**src/rtl/mac_seq_pkg.sv**
```systemverilog
// Shared types and constants for the dot-product sequencer.
// The drain depth follows from the operand-read and PE latencies.
package mac_seq_pkg;

  typedef enum logic [1:0] {
    IDLE  = 2'd0,
    ISSUE = 2'd1,
    DRAIN = 2'd2,
    DONE  = 2'd3
  } state_e;

  localparam int SRAM_RD_LAT = 1;
  localparam int PE_LAT      = 1;
  localparam int DRAIN_DEPTH = SRAM_RD_LAT + PE_LAT;
  localparam int DRAIN_CNT_W = $clog2(DRAIN_DEPTH + 1);

  localparam int DEF_ADDR_W = 8;
  localparam int DEF_LEN_W  = 8;
  localparam int DEF_ACC_W  = 16;

endpackage

```
**src/rtl/mac_seq_ctrl.sv**
```systemverilog
// Dot-product sequencer: streams N operand pairs from two SRAMs into one PE,
// accumulates the PE products and returns the sum on a valid/ready port.
//
// Handshakes: a transfer happens on a rising clk edge where valid && ready are
// both high; valid, once raised, holds its payload stable until that edge.
module mac_seq_ctrl
  import mac_seq_pkg::*;
#(
  parameter int ADDR_W = DEF_ADDR_W,
  parameter int LEN_W  = DEF_LEN_W,
  parameter int ACC_W  = DEF_ACC_W
) (
  input  logic              clk,
  input  logic              rst,
  input  logic              cmd_valid,
  output logic              cmd_ready,
  input  logic [LEN_W-1:0]  cmd_len,
  input  logic [ADDR_W-1:0] cmd_act_base,
  input  logic [ADDR_W-1:0] cmd_wgt_base,
  output logic              act_rd_en,
  output logic [ADDR_W-1:0] act_rd_addr,
  input  logic [7:0]        act_rd_data,
  output logic              wgt_rd_en,
  output logic [ADDR_W-1:0] wgt_rd_addr,
  input  logic [7:0]        wgt_rd_data,
  output logic              pe_en,
  output logic [7:0]        pe_a,
  output logic [7:0]        pe_b,
  input  logic [7:0]        pe_out,
  output logic              res_valid,
  input  logic              res_ready,
  output logic [ACC_W-1:0]  res_data,
  output logic              busy,
  output state_e            dbg_state
);

  // The sum of 2^LEN_W-1 eight-bit products must fit without wrapping.
  if (ACC_W < LEN_W + 8) begin : g_acc_w_check
    $error("mac_seq_ctrl: ACC_W must be at least LEN_W+8");
  end

  state_e                 state_q, state_d;
  logic [LEN_W-1:0]       len_q, len_d;
  logic [ADDR_W-1:0]      act_base_q, act_base_d;
  logic [ADDR_W-1:0]      wgt_base_q, wgt_base_d;
  logic [LEN_W-1:0]       i_q, i_d;
  logic [DRAIN_CNT_W-1:0] drain_q, drain_d;
  logic                   pe_en_q, pe_en_d;
  logic                   acc_en_q, acc_en_d;
  logic [ACC_W-1:0]       acc_q, acc_d;

  logic cmd_accept;
  logic last_issue;
  logic drain_done;

  assign cmd_accept = (state_q == IDLE) && cmd_valid;
  assign last_issue = (i_q == len_q - LEN_W'(1));
  assign drain_done = (drain_q == DRAIN_CNT_W'(DRAIN_DEPTH - 1));

  // State register
  always_ff @(posedge clk) begin
    if (rst) begin
      state_q <= IDLE;
    end else begin
      state_q <= state_d;
    end
  end

  // Next-state logic
  always_comb begin
    state_d = state_q;
    case (state_q)
      IDLE: begin
        if (cmd_valid) begin
          state_d = (cmd_len != '0) ? ISSUE : DONE;
        end
      end
      ISSUE: begin
        if (last_issue) begin
          state_d = DRAIN;
        end
      end
      DRAIN: begin
        if (drain_done) begin
          state_d = DONE;
        end
      end
      DONE: begin
        if (res_ready) begin
          state_d = IDLE;
        end
      end
      default: state_d = IDLE;
    endcase
  end

  // Counters, latched command and the read -> PE -> accumulate delay pipes
  always_comb begin
    len_d      = len_q;
    act_base_d = act_base_q;
    wgt_base_d = wgt_base_q;
    i_d        = i_q;
    drain_d    = '0;
    pe_en_d    = (state_q == ISSUE);
    acc_en_d   = pe_en_q;
    acc_d      = acc_q;

    if (acc_en_q) begin
      acc_d = acc_q + ACC_W'(pe_out);
    end

    if (state_q == ISSUE) begin
      i_d = i_q + LEN_W'(1);
    end

    if (state_q == DRAIN) begin
      drain_d = drain_q + DRAIN_CNT_W'(1);
    end

    if (cmd_accept) begin
      len_d      = cmd_len;
      act_base_d = cmd_act_base;
      wgt_base_d = cmd_wgt_base;
      i_d        = '0;
      acc_d      = '0;
    end
  end

  always_ff @(posedge clk) begin
    if (rst) begin
      len_q      <= '0;
      act_base_q <= '0;
      wgt_base_q <= '0;
      i_q        <= '0;
      drain_q    <= '0;
      pe_en_q    <= 1'b0;
      acc_en_q   <= 1'b0;
      acc_q      <= '0;
    end else begin
      len_q      <= len_d;
      act_base_q <= act_base_d;
      wgt_base_q <= wgt_base_d;
      i_q        <= i_d;
      drain_q    <= drain_d;
      pe_en_q    <= pe_en_d;
      acc_en_q   <= acc_en_d;
      acc_q      <= acc_d;
    end
  end

  // Output logic
  always_comb begin
    cmd_ready   = 1'b0;
    act_rd_en   = 1'b0;
    wgt_rd_en   = 1'b0;
    act_rd_addr = '0;
    wgt_rd_addr = '0;
    res_valid   = 1'b0;
    res_data    = '0;
    busy        = (state_q != IDLE);
    case (state_q)
      IDLE: begin
        cmd_ready = 1'b1;
      end
      ISSUE: begin
        act_rd_en   = 1'b1;
        wgt_rd_en   = 1'b1;
        act_rd_addr = act_base_q + ADDR_W'(i_q);
        wgt_rd_addr = wgt_base_q + ADDR_W'(i_q);
      end
      DONE: begin
        res_valid = 1'b1;
        res_data  = acc_q;
      end
      default: begin
      end
    endcase
  end

  // Operands pass straight through, forced to zero between valid beats
  assign pe_en     = pe_en_q;
  assign pe_a      = pe_en_q ? act_rd_data : 8'd0;
  assign pe_b      = pe_en_q ? wgt_rd_data : 8'd0;
  assign dbg_state = state_q;

endmodule

```
**config.mk**
```make
export PLATFORM = sky130hd
export DESIGN_NAME = mac_seq_ctrl
export DESIGN_NICKNAME = d
export VERILOG_FILES = /design/src/rtl/mac_seq_pkg.sv /design/src/rtl/mac_seq_ctrl.sv
export SDC_FILE = /design/constraint.sdc
export NUM_CORES = 1
export LEC_CHECK = 0
export CORE_AREA = 2 2 106 108
export DETAILED_ROUTE_END_ITERATION = 8
export DIE_AREA = 0 0 108 110
export HOLD_SLACK_MARGIN = 0.15
export REMOVE_ABC_BUFFERS = 1
export SYNTH_ARGS = -nofsm -noshare
export SYNTH_HDL_FRONTEND = slang
export SYNTH_SLANG_ARGS = --single-unit
```
**constraint.sdc**
```tcl
create_clock -name clk -period 2.7 [get_ports clk]
set_input_delay 0.54 -clock clk [delete_from_list [all_inputs] [get_ports clk]]
set_output_delay 0.54 -clock clk [all_outputs]
set_load 0.01 [all_outputs]
```
==> results <==
[cell families (layout without fill, tap and decap cells)]
logic type / after synthesis / in the layout / share of synthesized area
AND/OR/NAND/NOR: 182 / 182 / 0.266
AO/OA/AOI/OAI: 97 / 97 / 0.169
flip-flops: 54 / 54 / 0.311
buffers and inverters: 34 / 162 / 0.0422
adder cells (fa/ha/maj): 32 / 32 / 0.122
XOR/XNOR: 31 / 31 / 0.0782
multiplexers: 4 / 4 / 0.0115
[power by group through the flow]
stage | registers, mW | logic, mW | clock network [mW]
floorplan | 1.00 | 0.607 | 0
global placement | 1.01 | 1.09 | 0
detailed placement | 1.01 | 1.11 | 0
CTS | 0.998 | 1.12 | 0.525
global route | 1.02 | 1.24 | 0.556
finish | 1.01 | 1.12 | 0.497
[final timing paths]
kind                    from             end  slack (ns)  cells after the start
hold reg to reg   drain_q[0]      drain_q[0]        0.43                      1
setup reg to reg    len_q[0]    dbg_state[0]        0.53                      8
hold / removal    drain_q[0]      drain_q[0]        0.43                      1
setup / recovery      i_q[1]  act_rd_addr[7]       -0.06                      8
[metal layers]
metal,wire length (um),vias up,share of wire,GRT usage
li1,-,1731,-,-
met1,4380,1580,0.45,0.199
met2,4800,73,0.50,0.300
met3,382,8,0.040,0.0306
met4,80,0,0.0083,0.0357
met5,0,-,0,0
[flip-flops by register name (all words and copies together), names as in the netlist]
| register | flops |
|---|---|
| acc_en_q | 1 |
| acc_q | 16 |
| act_base_q | 8 |
| dbg_state | 2 |
| drain_q | 2 |
| i_q | 8 |
| len_q | 8 |
| pe_en | 1 |
| wgt_base_q | 8 |
[cell type report]
class	count	area, um2
clock buffer	6	82.6
clock inverter	2	16.3
fill	1063	5670
inverter	17	63.8
multi-input combinational	346	2340
sequential	54	1090
tap	140	175
timing repair buffer	137	1260
[worst register-to-register path: stages, from the launching register on]
cell and delay, ns:
sky130_fd_sc_hd__dfxtp_1 0.37, sky130_fd_sc_hd__inv_1 0.08, sky130_fd_sc_hd__ha_1 0.22, sky130_fd_sc_hd__or3b_1 0.41
sky130_fd_sc_hd__nor3_2 0.14, sky130_fd_sc_hd__xnor2_1 0.08, sky130_fd_sc_hd__o31a_1 0.30, sky130_fd_sc_hd__or2_1 0.25
sky130_fd_sc_hd__o221a_1 0.22
[cell usage after synthesis (all sizes together), types with 2 or more instances]
master	n	area share
nor2b	5	0.0090
nand4	4	0.0072
nor4	3	0.0054
a21oi	48	0.069
ha	29	0.10
clkbuf	13	0.014
nor3	6	0.010
a22oi	2	0.0043
mux2i	4	0.012
and3	7	0.013
a21o	6	0.013
nand2	61	0.066
a31oi	2	0.0036
and2	47	0.085
o21a	2	0.0043
nor2	24	0.026
xnor2	24	0.061
a211oi	5	0.011
dfxtp	54	0.31
inv	17	0.018
o221a	2	0.0065
fa	3	0.017
or2b	3	0.0065
buf	4	0.0097
o21ai	15	0.022
nand3	8	0.012
or2	3	0.0054
o21bai	5	0.011
xor2	7	0.018
or3	9	0.016
a2111oi	2	0.0050
[per-stage QoR]
step | instance area, um2 | TNS (ns)
finish | 5030 | -0.0952
global route | 5030 | -0.662
CTS | 4990 | -0.213
detailed placement | 4850 | -1.11
global placement | 4850 | -1.03
floorplan | 3390 | 0
[repair_timing]
action                     4_1_cts  5_1_grt
resized for setup               41       15
buffers inserted                 1        2
setup endpoints to repair       12       24
pin swaps                       14        9
==> impl_metrics.csv <==
group,metric,value,unit
run_status,status,"finished, violations left",
run_status,failed_checks,"setup timing",
floorplanning,num_rows,38,
clocking,count_of_h_tree_levels_built_during_cts,2,
power,power.sequential.fraction,0.384,
floorplanning,die-width,108,um
power,power_report.internal_total,1.67,mW
synthesis,ys_ff_latch,54,
floorplanning,floorplan.core_area,10700,um2
placed_design,port_buffers,107,
drt,detail_route.wl_per_cell,13.7,um
sta,grt_setup_unrepaired,"true",
placed_design,place_hpwl,7.28,mm
synthesis,synthCells,434,
power,swShare,0.362,
sta,final_min_period_over_clock_period,1.02,
drt,final_routed_drc_violation_total,0,
power,combPwrFrac,0.427,
clocking,cts.root.buffer_cell,"sky130_fd_sc_hd__clkbuf_8",
placed_design,place_ws,-0.348,ns
clocking,clkSlewWorstSetupHoldPaths,0.10,ns
floorplanning,fp.dieH,110,um
sta,post_layout_min_period,2.76,ns
layout,flow.area_growth_from_synthesis,44.8,%
worst_setup_path,cp_slowest_cell,"sky130_fd_sc_hd__a2111oi_2",
global_routing,antenna_found_initial,0,
sta,max-slew-margin-rel,0.646,
sta,finalHoldWorstSlack,0.432,ns
synthesis,seq_area_frac_synth,0.311,
layout,num-nets-final,645,
global_routing,via_count_of_the_first_global_routing_pass,3448,
placed_design,dp.cells,692,
sta,fmaxAchievable,362,MHz
synthesis,post_synth.cell_area_avg,8.00,um2
power,clock_power_share,0.190,
power,power.density,522,nW/um2
drt,postRouteWirelength,9.64,mm
sta,endpoints_failing_setup,3,
layout,fin_cells,702,
synthesis,synth-edff-count,0,
synthesis,yosys_warnings,0,
drt,first_pass_iters,4,
sta,fin_ws,-0.0619,ns
layout,final_common_cell,"sky130_fd_sc_hd__clkdlybuf4s50_1",
global_routing,all_layer_gr_usage,0.164,
power,power.static_leakage,2.04,nW
drt,post_drt_via_cell_ratio,4.83,
global_routing,grt_overflow,0,
worst_setup_path,worstPathBufferInverterCount,1,
worst_setup_path,highest_fanout_seen_on_the_critical_path,4,
sta,worst_clock_skew,0.00692,ns
power,power.ir.vdd_worst,0.000270,V
global_routing,grt_start_max_net_pins,28,
clocking,cts_sinks,54,
worst_setup_path,critical_path_arrival,2.22,ns
layout,layout_cells_sized_above_1,0.123,
drt,drt-initial-drc-count,139,
power,power_switching,0.948,mW
placed_design,finalWeightedCongestion,0.827,
clocking,tritoncts_clock_tree,"yes",
floorplanning,effective_utilization_at_floorplan,0.325,
flow_run,cap_violations,0,
power,total_power,2.62,mW
layout,layout.cells.most_common_list,"sky130_fd_sc_hd__clkdlybuf4s50_1 (96), sky130_fd_sc_hd__nand2_1 (61), sky130_fd_sc_hd__dfxtp_1 (50)",
drt,dr_total_vias,3392,
layout,final_core_utilization,0.470,
worst_setup_path,worst_path_dominant_cell_family,"compound AO/OA/AOI/OAI gates",
worst_setup_path,crit_path_end_kind,"output port",
clocking,cts_max_path_buffers,2,
layout,antenna_cells_inserted,0,
sta,finalMaxSlewViolations,0,
clocking,cts-buffers-inserted,5,
worst_setup_path,worstPathCellList,"ha_1 > a21o_1 > a21oi_2 > o21bai_1 > a2111oi_2 > or3_1 > and3_1 > clkbuf_2",
synthesis,async_reset_ff_frac,0,
global_routing,global_route_wire_length_before_repair,15.7,mm
synthesis,mappedNetlistArea,3470,um2
min_path,hp-class,"reg2reg",
sta,final_hold_vios,0,
floorplanning,io-pin-count,108,
clocking,ctsHoldBuffers,0,
floorplanning,fp.dieArea,11900,um2
worst_setup_path,crit_path_start_kind,"flop",
worst_setup_path,worst-endpoint-required,2.16,ns
clocking,clkLatencyLatePin,0.31,ns
worst_setup_path,critical_path_class,"reg2out",
synthesis,post_synth_num_cell_types,45,
worst_setup_path,timing.critical_path.slowest_cell_delay,0.42,ns
drt,remaining_antenna_violation_count_after_routing,0,
sta,timing_worst_slew_pin_value,0.526,ns
synthesis,ys_dominant_reg_cell,"sky130_fd_sc_hd__dfxtp_1",
(Power assumes the default switching activity.)
==> edit 1: new RTL, config.mk and constraints unchanged <==
Put one more register stage on the output `dbg_state`, without a reset. The value now appears one clock later. The other outputs are not delayed to match.
--- a/src/rtl/mac_seq_ctrl.sv
+++ b/src/rtl/mac_seq_ctrl.sv
@@ -181,7 +181,9 @@
   assign pe_en     = pe_en_q;
   assign pe_a      = pe_en_q ? act_rd_data : 8'd0;
   assign pe_b      = pe_en_q ? wgt_rd_data : 8'd0;
-  assign dbg_state = state_q;
+  always_ff @(posedge clk) begin
+    dbg_state <= state_q;
+  end
 
 endmodule
 
Check against the original RTL: not equivalent (a bounded check fails within 4 cycles, from zero or initial values and one cycle with rst high).
==> edit 1 against the original RTL <==
The run still ends with setup timing left. Sequential cell count is 2 higher. Non-clock buffer count grew 2. Setup slack improved by 0.020 ns. Hold slack got worse by 0.028 ns. First-iteration DRC count decreased by 43%. Register-to-register slack worse by 0.03 ns. Synthesized area is 2.7% higher. Power fell by 4.6%. Combinational power down 9.8%. Critical endpoint is now wgt_rd_addr[7]. Final cell count up 1.0%. Routed wire length is 3.0% lower. Design area increased by 2.9%. Sequential share of layout area grew 0.20 points.
==> edit 1: results <==
routing:
  drt_iter0_drc: 79
  met2_length_mm: 4.59
  wire_per_inst_um: 13.2
  wirelength_mm: 9.35
  dr_wl_met3_um: 423
  wl_met1_mm: 4.24
  top_layer: "met5"
global_routing:
  antenna_found_initial: 1
  gr-usage-met2_pct: 30.5
  use_met1_pct: 19.5
  use_met3_pct: 2.88
  grt_first_pass_wirelength_mm: 15.6
  grt_max_degree: 33
  globalRouteTotalUtil_pct: 16.3
outcome:
  status: "finished, violations left"
  violations: "setup timing"
sta:
  setup_viol: 3
  setup_ws_ns: -0.0423
  maxSlewHeadroom_pct: 70.7
  hold_slack_ns: 0.404
  finClkSkew_ns: 0.00674
worst_hold_path:
  min_to: "dbg_state[0]$_DFF_P_"
  worstHoldStart: "state_q[0]$_SDFFE_PP0P_"
setup_path:
  crit_path_end: "wgt_rd_addr[7]"
  timing.rr.start: "acc_q[0]$_SDFFE_PP0P_"
  timing.rr.end: "acc_q[10]$_SDFFE_PP0P_"
  rrSetupSlack_ns: 0.50
  arrival_ns: 2.20
  reg2regPathDepth: 9
  cp_max_fo: 5
final_layout:
  multi_input_area_share_pct: 47.0
  buffers_excl_clock: 139
  syn2layout_area_growth_pct: 45.0
  nets: 652
  final_area_mm2: 0.00517
  seq_share_pct: 21.9
  n_all_inverters: 16
  multi_input_gates: 350
  clk_share_pct: 1.74
  nClkBuffers: 8
  post_route_cells_drive_above_1_share_pct: 12.5
  fillers: 1075
synthesis:
  ys_seq_area_share_pct: 31.4
  synth_seq_cells: 56
  syn_area_per_cell_um2: 8.10
  synth.distinct_cells: 48
  ys_top_cells_by_area: "dfxtp_1 31%, ha_1 10%, and2_1 8.1%"
  synth_adder_area_share_pct: 11.9
  synth-compound-area-share_pct: 17.0
  async_reset_ff_share_pct: 0
placed_design:
  dpl_cell_area_mm2: 0.00495
  globalplace.congestion: 0.865
  dp_hpwl_mm: 7.02
  dp.cells: 698
  pre_cts_ws_ns: -0.396
power_and_ir_drop:
  peakVddDrop_mv: 0.263
  power_leakage_nw: 2.12
  sw_frac_of_total_pct: 34.5
==> edit 1: cell count changes in the layout (fill, tap and decap cells not counted), moves of 4 or more <==
| cell | before | now |
|---|---|---|
| nand2_1 | 61 | 67 |
| xor2_1 | 6 | 12 |
| nand2b_1 | 0 | 5 |
| xnor2_1 | 23 | 18 |
| o21ai_1 | 1 | 5 |
==> edit 1: power groups by stage <==
stage	Combinational, W	Sequential (W)	Clock [W]
after global placement	0.000993	0.00101	0
after CTS	0.00101	0.00100	0.000504
after detailed placement	0.00100	0.00102	0
final	0.00101	0.00101	0.000487
after global routing	0.00112	0.00102	0.000532
after floorplan	0.000523	0.00101	0
==> edit 1: worst max-delay path: stages, from the launching register on <==
cell,delay (ns)
dfxtp_4,0.40
ha_4,0.20
a21o_1,0.18
a21oi_2,0.17
o21bai_2,0.13
a2111oi_4,0.37
or3_1,0.15
and3_1,0.15
buf_2,0.13
==> edit 2: new RTL, config.mk and constraints unchanged <==
Without the edit above. Set the package constant `SRAM_RD_LAT` to 2 (it was 1).
--- a/src/rtl/mac_seq_pkg.sv
+++ b/src/rtl/mac_seq_pkg.sv
@@ -9,7 +9,7 @@
     DONE  = 2'd3
   } state_e;
 
-  localparam int SRAM_RD_LAT = 1;
+  localparam int SRAM_RD_LAT = 2;
   localparam int PE_LAT      = 1;
   localparam int DRAIN_DEPTH = SRAM_RD_LAT + PE_LAT;
   localparam int DRAIN_CNT_W = $clog2(DRAIN_DEPTH + 1);
Function: changed (Yosys sat finds a counterexample within 10 cycles, from zero or initial values and one cycle with rst high).
==> edit 2 against the original RTL <==
The run still ends with setup timing left. Routed wire length is 1.1% lower. Clock skew is 0.0032 ns lower. Synthesized area is 3.2% higher. Critical endpoint is now wgt_rd_addr[7]. Setup slack better by 0.021 ns. Final cell count is 2.3% higher. Non-clock buffer count is 6 higher. Sequential share of layout area is 0.70 points lower. Design area is 3.4% higher. Power is 1.7% lower. Sequential cell count stayed put. Utilization is 1.6 points higher. Largest power group unchanged. Largest cell class unchanged.
==> edit 2: results <==
sta:
  tightest_slew_ns: 0.512
  tns_ns: -0.0776
  setup_ws_ns: -0.0411
  setup_viol: 3
  finClkSkew_ns: 0.00375
  maxSlewViolCount: 0
synthesis:
  synth.distinct_cells: 48
  ys_top_cells_by_area: "dfxtp_1 30%, ha_1 10%, and2_1 8.4%"
  syn_area_per_cell_um2: 8.03
  ys_top_cells_by_count: "62 x nand2_1, 54 x dfxtp_1, 52 x a21oi_1"
  ys_seq_area_share_pct: 30.2
global_routing:
  grt_first_pass_wirelength_mm: 15.7
  use_met3_pct: 2.65
  globalRouteTotalUtil_pct: 16.5
  use_met1_pct: 19.3
  grt_max_degree: 27
  gr-usage-met2_pct: 31.1
final_layout:
  regMostFlops: "acc_q"
  largest_reg_flops: 16
  instances_no_fill: 718
  nets: 661
  post_route_cells_drive_above_1_share_pct: 14.2
  n_antenna_cell: 0
placed_design:
  dp.cells: 708
  dp_hpwl_mm: 7.37
  globalplace.congestion: 0.860
  pre_cts_ws_ns: -0.357
  dpl_cell_area_mm2: 0.00499
routing:
  firstDrtPassIters: 5
  drt_iter0_drc: 97
  vias: 3436
  wl_met1_mm: 4.24
  dr_wl_met3_um: 344
  met2_length_mm: 4.80
  wirelength_mm: 9.53
outcome:
  status: "finished, violations left"
  violations: "setup timing"
clocking:
  cts_buffer_depth: 2
  root_buffer: "clkbuf_8"
  htree_num_levels: 2
  post_cts_resized: 37
setup_path:
  arrival_ns: 2.20
  slowest_stage: "dfxtp_4"
  timing.rr.start: "len_q[1]$_SDFFE_PP0P_"
  cp_max_fo: 4
  slowest_delay_ns: 0.39
worst_hold_path:
  hold_path.class: "reg2reg"
power_and_ir_drop:
  peakVddDrop_mv: 0.245
  power_leakage_nw: 2.11
[edit 2: cell types whose count changed after synthesis, sizes merged, moves of 2 or more]
cell and change:
a2111oi +2, xor2 +5, a21oi +4, o221a -2, xnor2 -2, nand2b +4, o21a -2, and3 -4
nand3 -3, nor3 +2
[edit 2: worst paths after layout]
kind                                                  end  slack, ns  cells past startpoint
worst max register to register  dbg_state[1]$_SDFFE_PP0P_       0.27                      8
worst max-delay path                       wgt_rd_addr[7]      -0.04                      9
worst min register to register      drain_q[0]$_SDFF_PP0_       0.42                      1
worst min-delay path                drain_q[0]$_SDFF_PP0_       0.42                      1
[edit 2: power by group]
part	switching (W)	total, W	internal, W
Combinational	0.000564	0.00113	0.000567
Clock	0.000270	0.000478	0.000208
Sequential	0.0000881	0.000968	0.000880
[edit 2: per-stage QoR]
stage / total power (W) / hold WS, ns
4_1_cts: 0.00260 / 0.427
6_report: 0.00258 / 0.418
3_5_place_dp: 0.00212 / 0.412
3_3_place_gp: 0.00210 / 0.400
5_1_grt: 0.00277 / 0.442
2_1_floorplan: 0.00158 / 0.392
[edit 2: area by class of cell]
class,count,area [um2]
clock buffers,7,86.3
clock inverters,1,5.00
fillers,1071,5500
inverters,17,63.8
multi-input cells,356,2470
flip-flops and latches,54,1090
well taps,140,175
repair buffers,143,1310
[edit 2: cells by family (layout without fill, tap and decap cells)]
group / count (synthesis) / after routing / synth area share (%)
flops: 54 / 54 / 30.2
compound gates: 99 / 99 / 17.4
buf+inv: 36 / 168 / 4.29
simple gates: 186 / 186 / 26.6
mux: 5 / 5 / 1.43
xor+xnor: 34 / 34 / 8.31
fa+ha+maj: 32 / 32 / 11.8
